### src/rtl/mem_bus_arbiter_if.sv
// Core-side request/response channels plus the single downstream memory port.
// The arbiter masters the downstream port; requesters and memory sit on the slave side.
interface mem_bus_arbiter_if #(
  parameter int NREQ = 3,
  parameter int AW   = 64,
  parameter int DW   = 64
);
  logic [NREQ-1:0]        req_valid;
  logic [NREQ*AW-1:0]     req_addr;
  logic [NREQ*3-1:0]      req_size;
  logic [NREQ*(DW/8)-1:0] req_strobe;
  logic [NREQ*DW-1:0]     req_wdata;
  logic [NREQ-1:0]        resp_addr_ok;
  logic [NREQ-1:0]        resp_data_ok;
  logic [DW-1:0]          resp_data;
  logic                   resp_err;

  logic                   mreq_valid;
  logic [AW-1:0]          mreq_addr;
  logic [2:0]             mreq_size;
  logic [DW/8-1:0]        mreq_strobe;
  logic [DW-1:0]          mreq_wdata;
  logic                   mresp_addr_ok;
  logic                   mresp_data_ok;
  logic [DW-1:0]          mresp_data;

  modport master (
    input  req_valid, req_addr, req_size, req_strobe, req_wdata,
    input  mresp_addr_ok, mresp_data_ok, mresp_data,
    output resp_addr_ok, resp_data_ok, resp_data, resp_err,
    output mreq_valid, mreq_addr, mreq_size, mreq_strobe, mreq_wdata
  );

  modport slave (
    output req_valid, req_addr, req_size, req_strobe, req_wdata,
    output mresp_addr_ok, mresp_data_ok, mresp_data,
    input  resp_addr_ok, resp_data_ok, resp_data, resp_err,
    input  mreq_valid, mreq_addr, mreq_size, mreq_strobe, mreq_wdata
  );
endinterface

### src/rtl/mem_bus_arbiter.sv
// Round-robin arbiter sharing one downstream memory port between NREQ requesters.
// Define MEM_ARB_TIMEOUT_EN to add a watchdog that aborts transactions after TIMEOUT cycles.
module mem_bus_arbiter #(
  parameter int NREQ    = 3,
  parameter int AW      = 64,
  parameter int DW      = 64,
  parameter int TIMEOUT = 255,
  localparam int GW     = (NREQ > 1) ? $clog2(NREQ) : 1
) (
  input  logic              clk,
  input  logic              reset,
  mem_bus_arbiter_if.master bus,
  output logic [GW-1:0]     grant_id,
  output logic              busy
);

  localparam int SW = DW / 8;

  typedef enum logic [1:0] {IDLE, ADDR, DATA, DRAIN} state_t;

  state_t          state_q, state_d;
  logic [GW-1:0]   grant_q, grant_d;
  logic [GW-1:0]   rr_q, rr_d;
  logic [GW-1:0]   pick, cand;
  logic            pickValid;
  logic            reqHeld;
  logic            timeoutHit;

  logic [AW-1:0]   addr_q;
  logic [2:0]      size_q;
  logic [SW-1:0]   strobe_q;
  logic [DW-1:0]   wdata_q;
  logic [AW-1:0]   selAddr;
  logic [2:0]      selSize;
  logic [SW-1:0]   selStrobe;
  logic [DW-1:0]   selWdata;

  assign selAddr   = bus.req_addr[grant_q*AW +: AW];
  assign selSize   = bus.req_size[grant_q*3 +: 3];
  assign selStrobe = bus.req_strobe[grant_q*SW +: SW];
  assign selWdata  = bus.req_wdata[grant_q*DW +: DW];
  assign reqHeld   = bus.req_valid[grant_q];

  assign grant_id  = grant_q;
  assign busy      = (state_q != IDLE);

  // First valid requester strictly after the last grant, wrapping around.
  always_comb begin
    pickValid = 1'b0;
    pick      = rr_q;
    cand      = rr_q;
    for (int k = NREQ; k >= 1; k--) begin
      cand = GW'((int'(rr_q) + k) % NREQ);
      if (bus.req_valid[cand]) begin
        pickValid = 1'b1;
        pick      = cand;
      end
    end
  end

`ifdef MEM_ARB_TIMEOUT_EN
  localparam int CW = $clog2(TIMEOUT + 1);
  logic [CW-1:0] cnt_q;

  always_ff @(posedge clk or posedge reset) begin
    if (reset) begin
      cnt_q <= '0;
    end else if (state_q == IDLE) begin
      cnt_q <= '0;
    end else begin
      cnt_q <= cnt_q + 1'b1;
    end
  end

  // A withdrawal in ADDR already ends the transaction silently, so it wins over the watchdog.
  assign timeoutHit = (state_q != IDLE) && (cnt_q == CW'(TIMEOUT - 1)) &&
                      !((state_q == ADDR) && !reqHeld);
`else
  logic unusedTimeout;
  assign unusedTimeout = (TIMEOUT > 0);
  assign timeoutHit    = 1'b0;
`endif

  // DATA and DRAIN replay the fields captured in ADDR, so a withdrawing requester cannot disturb the bus.
  always_comb begin
    if (state_q == ADDR) begin
      bus.mreq_addr   = selAddr;
      bus.mreq_size   = selSize;
      bus.mreq_strobe = selStrobe;
      bus.mreq_wdata  = selWdata;
    end else begin
      bus.mreq_addr   = addr_q;
      bus.mreq_size   = size_q;
      bus.mreq_strobe = strobe_q;
      bus.mreq_wdata  = wdata_q;
    end
  end

  always_comb begin
    state_d          = state_q;
    grant_d          = grant_q;
    rr_d             = rr_q;
    bus.mreq_valid   = 1'b0;
    bus.resp_addr_ok = '0;
    bus.resp_data_ok = '0;
    bus.resp_data    = '0;
    bus.resp_err     = 1'b0;
    case (state_q)
      IDLE: begin
        if (pickValid) begin
          grant_d = pick;
          rr_d    = pick;
          state_d = ADDR;
        end
      end
      ADDR: begin
        if (!reqHeld) begin
          state_d = IDLE;
        end else begin
          bus.mreq_valid = 1'b1;
          if (bus.mresp_addr_ok) begin
            bus.resp_addr_ok[grant_q] = 1'b1;
            if (bus.mresp_data_ok) begin
              bus.resp_data_ok[grant_q] = 1'b1;
              bus.resp_data             = bus.mresp_data;
              state_d                   = IDLE;
            end else begin
              state_d = DATA;
            end
          end
        end
      end
      DATA: begin
        bus.mreq_valid = 1'b1;
        if (bus.mresp_data_ok) begin
          bus.resp_data_ok[grant_q] = 1'b1;
          bus.resp_data             = bus.mresp_data;
          state_d                   = IDLE;
        end else if (!reqHeld) begin
          state_d = DRAIN;
        end
      end
      DRAIN: begin
        bus.mreq_valid = 1'b1;
        if (bus.mresp_data_ok) begin
          state_d = IDLE;
        end
      end
      default: state_d = IDLE;
    endcase

    if (timeoutHit) begin
      state_d          = IDLE;
      bus.mreq_valid   = 1'b0;
      bus.resp_addr_ok = '0;
      bus.resp_data_ok = '0;
      bus.resp_data    = '0;
      if (state_q != DRAIN) begin
        bus.resp_data_ok[grant_q] = 1'b1;
        bus.resp_err              = 1'b1;
      end
    end
  end

  always_ff @(posedge clk or posedge reset) begin
    if (reset) begin
      state_q  <= IDLE;
      grant_q  <= '0;
      rr_q     <= GW'(NREQ - 1);
      addr_q   <= '0;
      size_q   <= '0;
      strobe_q <= '0;
      wdata_q  <= '0;
    end else begin
      state_q <= state_d;
      grant_q <= grant_d;
      rr_q    <= rr_d;
      if (state_q == ADDR) begin
        addr_q   <= selAddr;
        size_q   <= selSize;
        strobe_q <= selStrobe;
        wdata_q  <= selWdata;
      end
    end
  end

endmodule
### src/flat_wrapper.sv
// flat-port wrapper written by rule: the top's interface ports become plain ports
module mem_bus_arbiter_flat 
#(
  parameter int NREQ    = 3,
  parameter int AW      = 64,
  parameter int DW      = 64,
  parameter int TIMEOUT = 255,
  localparam int GW     = (NREQ > 1) ? $clog2(NREQ) : 1
)
  (clk, reset, grant_id, busy, bus_req_valid, bus_req_addr, bus_req_size, bus_req_strobe, bus_req_wdata, bus_mresp_addr_ok, bus_mresp_data_ok, bus_mresp_data, bus_resp_addr_ok, bus_resp_data_ok, bus_resp_data, bus_resp_err, bus_mreq_valid, bus_mreq_addr, bus_mreq_size, bus_mreq_strobe, bus_mreq_wdata);
  mem_bus_arbiter_if #(.NREQ(NREQ), .AW(AW), .DW(DW)) bus_i ();
  input  logic clk;
  input  logic reset;
  output logic [GW-1:0] grant_id;
  output logic busy;
  input wire logic [$bits(bus_i.req_valid)-1:0] bus_req_valid;
  input wire logic [$bits(bus_i.req_addr)-1:0] bus_req_addr;
  input wire logic [$bits(bus_i.req_size)-1:0] bus_req_size;
  input wire logic [$bits(bus_i.req_strobe)-1:0] bus_req_strobe;
  input wire logic [$bits(bus_i.req_wdata)-1:0] bus_req_wdata;
  input wire logic [$bits(bus_i.mresp_addr_ok)-1:0] bus_mresp_addr_ok;
  input wire logic [$bits(bus_i.mresp_data_ok)-1:0] bus_mresp_data_ok;
  input wire logic [$bits(bus_i.mresp_data)-1:0] bus_mresp_data;
  output wire logic [$bits(bus_i.resp_addr_ok)-1:0] bus_resp_addr_ok;
  output wire logic [$bits(bus_i.resp_data_ok)-1:0] bus_resp_data_ok;
  output wire logic [$bits(bus_i.resp_data)-1:0] bus_resp_data;
  output wire logic [$bits(bus_i.resp_err)-1:0] bus_resp_err;
  output wire logic [$bits(bus_i.mreq_valid)-1:0] bus_mreq_valid;
  output wire logic [$bits(bus_i.mreq_addr)-1:0] bus_mreq_addr;
  output wire logic [$bits(bus_i.mreq_size)-1:0] bus_mreq_size;
  output wire logic [$bits(bus_i.mreq_strobe)-1:0] bus_mreq_strobe;
  output wire logic [$bits(bus_i.mreq_wdata)-1:0] bus_mreq_wdata;
  assign bus_i.req_valid = bus_req_valid;
  assign bus_i.req_addr = bus_req_addr;
  assign bus_i.req_size = bus_req_size;
  assign bus_i.req_strobe = bus_req_strobe;
  assign bus_i.req_wdata = bus_req_wdata;
  assign bus_i.mresp_addr_ok = bus_mresp_addr_ok;
  assign bus_i.mresp_data_ok = bus_mresp_data_ok;
  assign bus_i.mresp_data = bus_mresp_data;
  assign bus_resp_addr_ok = bus_i.resp_addr_ok;
  assign bus_resp_data_ok = bus_i.resp_data_ok;
  assign bus_resp_data = bus_i.resp_data;
  assign bus_resp_err = bus_i.resp_err;
  assign bus_mreq_valid = bus_i.mreq_valid;
  assign bus_mreq_addr = bus_i.mreq_addr;
  assign bus_mreq_size = bus_i.mreq_size;
  assign bus_mreq_strobe = bus_i.mreq_strobe;
  assign bus_mreq_wdata = bus_i.mreq_wdata;
  mem_bus_arbiter #(.NREQ(NREQ), .AW(AW), .DW(DW), .TIMEOUT(TIMEOUT)) u_core (.clk(clk), .reset(reset), .bus(bus_i), .grant_id(grant_id), .busy(busy));
endmodule
### config.mk
export PLATFORM = sky130hd
export DESIGN_NAME = mem_bus_arbiter_flat
export DESIGN_NICKNAME = d
export VERILOG_FILES = /design/src/rtl/mem_bus_arbiter_if.sv /design/src/rtl/mem_bus_arbiter.sv /design/src/flat_wrapper.sv
export SDC_FILE = /design/constraint.sdc
export NUM_CORES = 1
export LEC_CHECK = 0
export CORE_AREA = 8 8 268 270
export CTS_CLUSTER_SIZE = 28
export DETAILED_ROUTE_END_ITERATION = 6
export DIE_AREA = 0 0 276 278
export PLACE_DENSITY = 0.4
export REMOVE_ABC_BUFFERS = 1
export SETUP_SLACK_MARGIN = 0.1
export SYNTH_ARGS = -nofsm -noshare
export SYNTH_HDL_FRONTEND = slang
export SYNTH_SLANG_ARGS = --single-unit
### constraint.sdc
create_clock -name clk -period 4.7 [get_ports clk]
set_input_delay 0.47 -clock clk [delete_from_list [all_inputs] [get_ports clk]]
set_output_delay 0.47 -clock clk [all_outputs]
set_load 0.01 [all_outputs]
==> flow_summary.json, run 1 <==
{
  "worstPathRequired_ns": 4.23,
  "drc": 0,
  "seqPwrFrac_pct": 19.0,
  "internal_power_mw": 6.22,
  "yosys.area_share.adder_pct": 1.14,
  "slowest_delay_ns": 0.74,
  "synth_top_area_cell": "dfrtp_1",
  "vias_per_cell": 3.76,
  "max_freq_mhz": 259,
  "end_kind": "primary output",
  "critical_path.startpoint": "u_core.state_q[1]",
  "ys_warn_count": 0,
  "grt-ovfl-total": 0,
  "syn-cell-area_mm2": 0.00880,
  "port_buffers": 700,
  "synth_top_family_by_area": "compound AO/OA/AOI/OAI gates",
  "wl_met1_um": 18300,
  "cellPowerDensity_mw_per_mm2": 642,
  "worstReg2RegStart": "u_core.rr_q[0]",
  "leakage_nw": 6.63,
  "tightestPinTransition_ns": 0.959,
  "nFillCells": 7340,
  "hold_class": "in2async",
  "area_delta_synth_final_pct": 96.3,
  "clk_pin_slew_ns": 0.06,
  "dp_hpwl_um": 38200,
  "rr_worst_depth": 7,
  "dpl_cell_area_mm2": 0.0167,
  "grt_max_degree": 153,
  "core_area_mm2": 0.0677,
  "antenna_found_initial": 3,
  "critPathMaxFanout": 64,
  "p_sw_share_pct": 43.9,
  "htreeDepth": 4,
  "peakVddDrop_mv": 0.449,
  "grt_pass1_wl_um": 69400,
  "hold_viol": 0,
  "cts_tree": "built",
  "final_nets": 2208,
  "ys_seq_elements": 144,
  "post_cts_buffers": 0,
  "cp-endpoint": "bus_resp_data[36]",
  "synth-simple-area-share_pct": 17.8,
  "dp_cells": 2575,
  "cts_hold_buf": 0,
  "wl_met3_um": 3200,
  "critical_path_class": "reg2out",
  "clock-sinks": 144,
  "final.setup_skew_ns": 0.0146,
  "postSynthCellCount": 1076,
  "track_usage_pct": 11.8,
  "vias": 9819,
  "dieArea_mm2": 0.0767,
  "p_clk_share_pct": 12.4,
  "fp-row-count": 96,
  "io_pins": 702,
  "clk_path_buf_depth": 2,
  "regToRegSetupSlack_ns": 2.19,
  "utilization_pct": 25.5,
  "avgRoutedWirePerCell_um": 18.0,
  "synth-compound-area-share_pct": 18.1,
  "maxCapViolations": 0,
  "wl_met2_um": 24500,
  "r2r_end": "u_core.state_q[1]",
  "first_global_vias": 10518,
  "drt_first_pass_iters": 4,
  "clk_latency_ns": 0.47,
  "top_layer_used": "met4",
  "rsz0062_at_grt": "no",
  "cts_buffers": 17,
  "crit_chain": "inv_1 -> ha_4 -> inv_1 -> o32ai_4 -> a21oi_2 -> nor2_4 -> and2_1 -> clkdlybuf4s50_1",
  "cp-start-kind": "flop",
  "synth_area_leaders": "dfrtp_1, mux2i_1, a21oi_1, nor2_1, and2_1",
  "die_y_um": 278,
  "ys_types": 35,
  "synth_mux_area_share_pct": 16.6,
  "slew_headroom_pct": 35.9,
  "start_util_pct": 13.0,
  "period_needed_ns": 3.86,
  "root_buffer": "clkbuf_16",
  "pwr-share-comb_pct": 68.5,
  "yosysSeqAreaShare_pct": 41.0,
  "crit_slowest_cell": "nor2_4",
  "path_common_cell": "inv_1",
  "synthXorXnorAreaFrac_pct": 0,
  "setup_viol": 0,
  "p_switching_mw": 4.87,
  "regArea_mm2": 0.00361,
  "cts_resized": 0,
  "multi_input_area_mm2": 0.00475,
  "final-instance-count-excl-fill": 2610,
  "ant_nets": 0,
  "status": "finished clean",
  "layout-drive-gt1-share_pct": 3.07,
  "crit_arrival_ns": 3.39,
  "synth_top_area_share_pct": 40.7,
  "slew_violations": 0,
  "drt_iter0_drc": 333,
  "place_congestion": 0.808,
  "post-route-period-util_pct": 82.2,
  "die_w_um": 276,
  "stdcell_area_mm2": 0.0173,
  "postSynthAreaPerCell_um2": 8.17,
  "drt_wl_total_um": 46900
}
==> through the flow <==
step | total power [mW] | worst slack [ns] | hold slack (ns) | TNS [ns]
6_report | 11.1 | 0.836 | 0.462 | 0
4_1_cts | 11.4 | 0.753 | 0.482 | 0
3_5_place_dp | 9.89 | 0.854 | 0.522 | 0
3_3_place_gp | 9.92 | 1.04 | 0.516 | 0
2_1_floorplan | 5.88 | -7.22 | 0.505 | -2213.06
5_1_grt | 12.0 | 0.541 | 0.481 | 0
==> worst max-delay path, delay by kind of cell (launching register included) <==
kind | cells | cell delay [ns]
adders and majority gates | 1 | 0.20
buffers and inverters | 3 | 0.79
and+or+nand+nor | 2 | 0.98
AOI/OAI and AO/OA | 2 | 0.51
DFF | 1 | 0.41
==> layer usage <==
layer	global-route usage [%]	vias up
met2	21.3	377
met5	0	-
li1	-	4924
met4	3.92	0
met3	4.41	45
met1	12.6	4473
==> power by group through the flow <==
stage	logic [mW]	clock network, mW	registers, mW
floorplan	3.49	0	2.39
CTS	7.80	1.47	2.11
global route	8.33	1.52	2.18
detailed placement	7.75	0	2.13
finish	7.60	1.38	2.11
global placement	7.79	0	2.13
==> cells in the final DEF, fill, tap and decap left out, types with 2 or more instances in the layout <==
cell and n:
clkdlybuf4s50_1 700, nor2_1 285, a21oi_1 285, mux2i_1 145
dfrtp_1 141, and2_1 64, clkbuf_16 17, inv_1 12
nand2_1 7, ha_1 7, buf_12 7, o21ai_0 5
nor3_1 4, inv_6 4, inv_8 4, diode_2 3
nand2b_1 3, clkinv_4 3, nor4_1 2, nor2_4 2
a221oi_2 2, o22ai_1 2, clkinv_2 2, clkinvlp_4 2
buf_4 2, dfrtp_4 2
==> layout make-up <==
cell class | instances | area share [%]
antenna | 3 | 0.0435
multi-input combinational | 827 | 27.5
tap | 882 | 6.39
clock buffer | 17 | 2.46
inverter | 13 | 0.312
clock inverter | 15 | 0.884
sequential | 144 | 20.9
timing repair buffer | 709 | 41.5
==> cell families after synthesis <==
| family | after synthesis |
|---|---|
| adders and majority gates | 8 |
| muxes | 146 |
| and+or+nand+nor | 368 |
| AOI/OAI and AO/OA | 304 |
| other | 1 |
| buffers and inverters | 105 |
| DFF | 144 |
==> cell usage after synthesis (all sizes together) <==
| master | number |
|---|---|
| o32ai | 1 |
| nor2b | 1 |
| a22o | 1 |
| mux2 | 1 |
| mux2i | 145 |
| nor3 | 4 |
| a211oi | 1 |
| clkbuf | 42 |
| a211o | 1 |
| o21ai | 5 |
| ha | 8 |
| conb | 1 |
| dfrtp | 143 |
| o221ai | 1 |
| o22ai | 2 |
| a31oi | 1 |
| a21oi | 286 |
| nand2b | 3 |
| and2 | 64 |
| a22oi | 1 |
| buf | 50 |
| a221oi | 2 |
| inv | 13 |
| o22a | 1 |
| a2111oi | 1 |
| dfstp | 1 |
| nor2 | 287 |
| nor4 | 2 |
| nand2 | 7 |
==> worst min-delay path by stage <==
stage,to,slack [ns],depth (start not counted)
2_1_floorplan,u_core.rr_q[1],0.50,2
4_1_cts,u_core.wdata_q[45],0.48,2
5_1_grt,u_core.wdata_q[45],0.48,2
3_5_place_dp,u_core.strobe_q[7],0.52,2
6_report,u_core.wdata_q[45],0.46,2
3_3_place_gp,u_core.addr_q[16],0.52,2
==> sequential cells by signal, summed over array words and instances, names as in the netlist <==
signal,count
u_core.wdata_q,64
u_core.state_q,2
u_core.rr_q,2
u_core.size_q,3
u_core.addr_q,64
u_core.strobe_q,8
u_core.grant_id,1
Power figures use the tool's default switching activity.
==> run 2, diff against run 1 <==
--- a/config.mk
+++ b/config.mk
@@ -5,11 +5,11 @@
 export SDC_FILE = /design/constraint.sdc
 export NUM_CORES = 1
 export LEC_CHECK = 0
-export CORE_AREA = 8 8 268 270
+export CORE_AREA = 8 8 264 266
 export CTS_CLUSTER_SIZE = 28
 export DETAILED_ROUTE_END_ITERATION = 6
-export DIE_AREA = 0 0 276 278
-export PLACE_DENSITY = 0.4
+export DIE_AREA = 0 0 272 274
+export PLACE_DENSITY = 0.42
 export REMOVE_ABC_BUFFERS = 1
 export SETUP_SLACK_MARGIN = 0.1
 export SYNTH_ARGS = -nofsm -noshare
==> constraint.sdc (replaced) <==
create_clock -name clk -period 3.45 [get_ports clk]
set_input_delay 0.345 -clock clk [delete_from_list [all_inputs] [get_ports clk]]
set_output_delay 0.345 -clock clk [all_outputs]
set_load 0.01 [all_outputs]
==> run 2 against run 1 <==
  * Sequential cell count did not move
  * Count of clock-buffer cells in the layout rose by 2
  * Design area rose by 1.3%
  * Wire length rose by 1.3%
  * Via count rose by 1.9%
  * Sequential share of layout area fell by 0.26 points
  * Register-to-register slack got worse by 1.3 ns
  * Worst setup slack got worse by 0.57 ns
  * Critical endpoint is now bus_resp_data[53]
  * Largest power group unchanged
==> flow_summary.json, run 2 (synthesis gave the netlist of run 1 again) <==
{
  "clk_path_buf_depth": 2,
  "ant_nets": 0,
  "post-route-period-util_pct": 92.2,
  "final_nets": 2227,
  "critPathMaxFanout": 32,
  "vias": 10005,
  "regArea_mm2": 0.00361,
  "end_kind": "primary output",
  "period_needed_ns": 3.18,
  "io_pins": 702,
  "first_global_vias": 10788,
  "clock-sinks": 144,
  "worstPathRequired_ns": 3.11,
  "start_util_pct": 13.5,
  "nFillCells": 7013,
  "maxCapViolations": 0,
  "total_power_mw": 15.4,
  "die_y_um": 274,
  "slew_headroom_pct": 59.5,
  "crit_arrival_ns": 2.84,
  "holdWs_ns": 0.350,
  "track_usage_pct": 12.1,
  "leakage_nw": 6.74,
  "drt_iter0_drc": 297,
  "root_buffer": "clkbuf_16",
  "peakVddDrop_mv": 0.814,
  "hold_viol": 0,
  "critical_path_class": "reg2out",
  "drt_first_pass_iters": 4,
  "worstReg2RegStart": "u_core.rr_q[0]",
  "area_delta_synth_final_pct": 98.8,
  "core_area_mm2": 0.0653,
  "layout-drive-gt1-share_pct": 4.13,
  "hold_class": "in2async",
  "final.setup_skew_ns": 0.00979,
  "cts_tree": "built",
  "setup_viol": 0,
  "status": "finished clean",
  "port_buffers": 700,
  "clk_latency_ns": 0.46,
  "cp-start-kind": "flop",
  "antenna_found_initial": 5,
  "avgRoutedWirePerCell_um": 18.2,
  "die_w_um": 272,
  "largestRegisters": "u_core.addr_q (64), u_core.wdata_q (64), u_core.strobe_q (8)",
  "grt_pass1_wl_um": 68900,
  "max_freq_mhz": 314,
  "dp_hpwl_um": 39000,
  "multi_input_area_mm2": 0.00475,
  "drc": 0,
  "grt-ovfl-total": 0,
  "slew_violations": 0,
  "cellPowerDensity_mw_per_mm2": 881,
  "utilization_pct": 26.8,
  "grt_max_degree": 126,
  "clk_pin_slew_ns": 0.06,
  "drt_wl_total_um": 47500,
  "layout_commonest_cell": "clkdlybuf4s50_1",
  "rsz0062_at_grt": "yes",
  "vias_per_cell": 3.83,
  "tightestPinTransition_ns": 0.593,
  "fp-row-count": 94,
  "dpl_cell_area_mm2": 0.0168,
  "dieArea_mm2": 0.0745,
  "htreeDepth": 4,
  "place_congestion": 0.809,
  "critical_path.startpoint": "u_core.state_q[1]",
  "stdcell_area_mm2": 0.0175,
  "cts_buffers": 17,
  "final_cell_mix": "clkdlybuf4s50_1, nor2_1, a21oi_1"
}
==> run 2: repair_timing <==
action / CTS / global route
setup endpoints to repair: 64 / 75
cloned: 0 / 1
buffers inserted: 2 / 2
gates resized for setup: 0 / 1
hold buffers: 0 / 0
pin swaps: 1 / 1
==> run 2: final timing paths <==
check | to | slack, ns | depth (start not counted)
max in group asynchronous | u_core.wdata_q[38] | 2.44 | 3
min | u_core.addr_q[9] | 0.35 | 2
min in group clk | u_core.addr_q[31] | 0.52 | 3
max | bus_resp_data[53] | 0.27 | 9
min reg2reg | u_core.addr_q[41] | 0.53 | 2
max reg2reg | u_core.grant_id[1] | 0.87 | 7
==> run 2: critical path, cell delays in order (launching register included) <==
cell             delay [ns]
dfrtp_1                0.41
inv_2                  0.12
ha_4                   0.18
inv_1                  0.07
o32ai_4                0.35
a21oi_2                0.16
nor2_4                 0.17
clkbuf_16              0.22
and2_1                 0.14
clkdlybuf4s50_1        0.54
==> run 2: power by group <==
group          switching, mW  internal [mW]
clock                  0.810           1.09
sequential             0.265           2.62
combinational           5.62           5.00
==> run 2: layer usage <==
metal  track usage, %  wire [um]  up-vias
met5                0         17        -
met4             3.80       1010        2
met3             4.62       3580       49
met2             21.6      24400      381
li1                 -          -     4968
met1             13.1      18500     4605
==> run 2: area by class of cell <==
class	instances	share of cell area, %
clock buffers	19	2.53
repair buffers	728	42.2
well taps	864	6.18
clock inverters	13	0.851
diodes	5	0.0716
flip-flops and latches	144	20.7
multi-input cells	827	27.2
inverters	13	0.308
==> run 2: metrics by stage <==
step,setup TNS [ns],worst slack (ns),std cells
finish,0,0.269,2613
global route,0,0.0580,2611
CTS,0,0.123,2605
global placement,0,0.489,2571
floorplan,-2739.06,-8.47,984
detailed placement,0,0.373,2571
==> run 3, diff against run 2 <==
--- a/config.mk
+++ b/config.mk
@@ -5,6 +5,7 @@
 export SDC_FILE = /design/constraint.sdc
 export NUM_CORES = 1
 export LEC_CHECK = 0
+export CAP_MARGIN = 20
 export CORE_AREA = 8 8 264 266
 export CTS_CLUSTER_SIZE = 28
 export DETAILED_ROUTE_END_ITERATION = 6
==> results of run 3 <==
No change in the layout: final DEF, timing and power equal those of run 2.
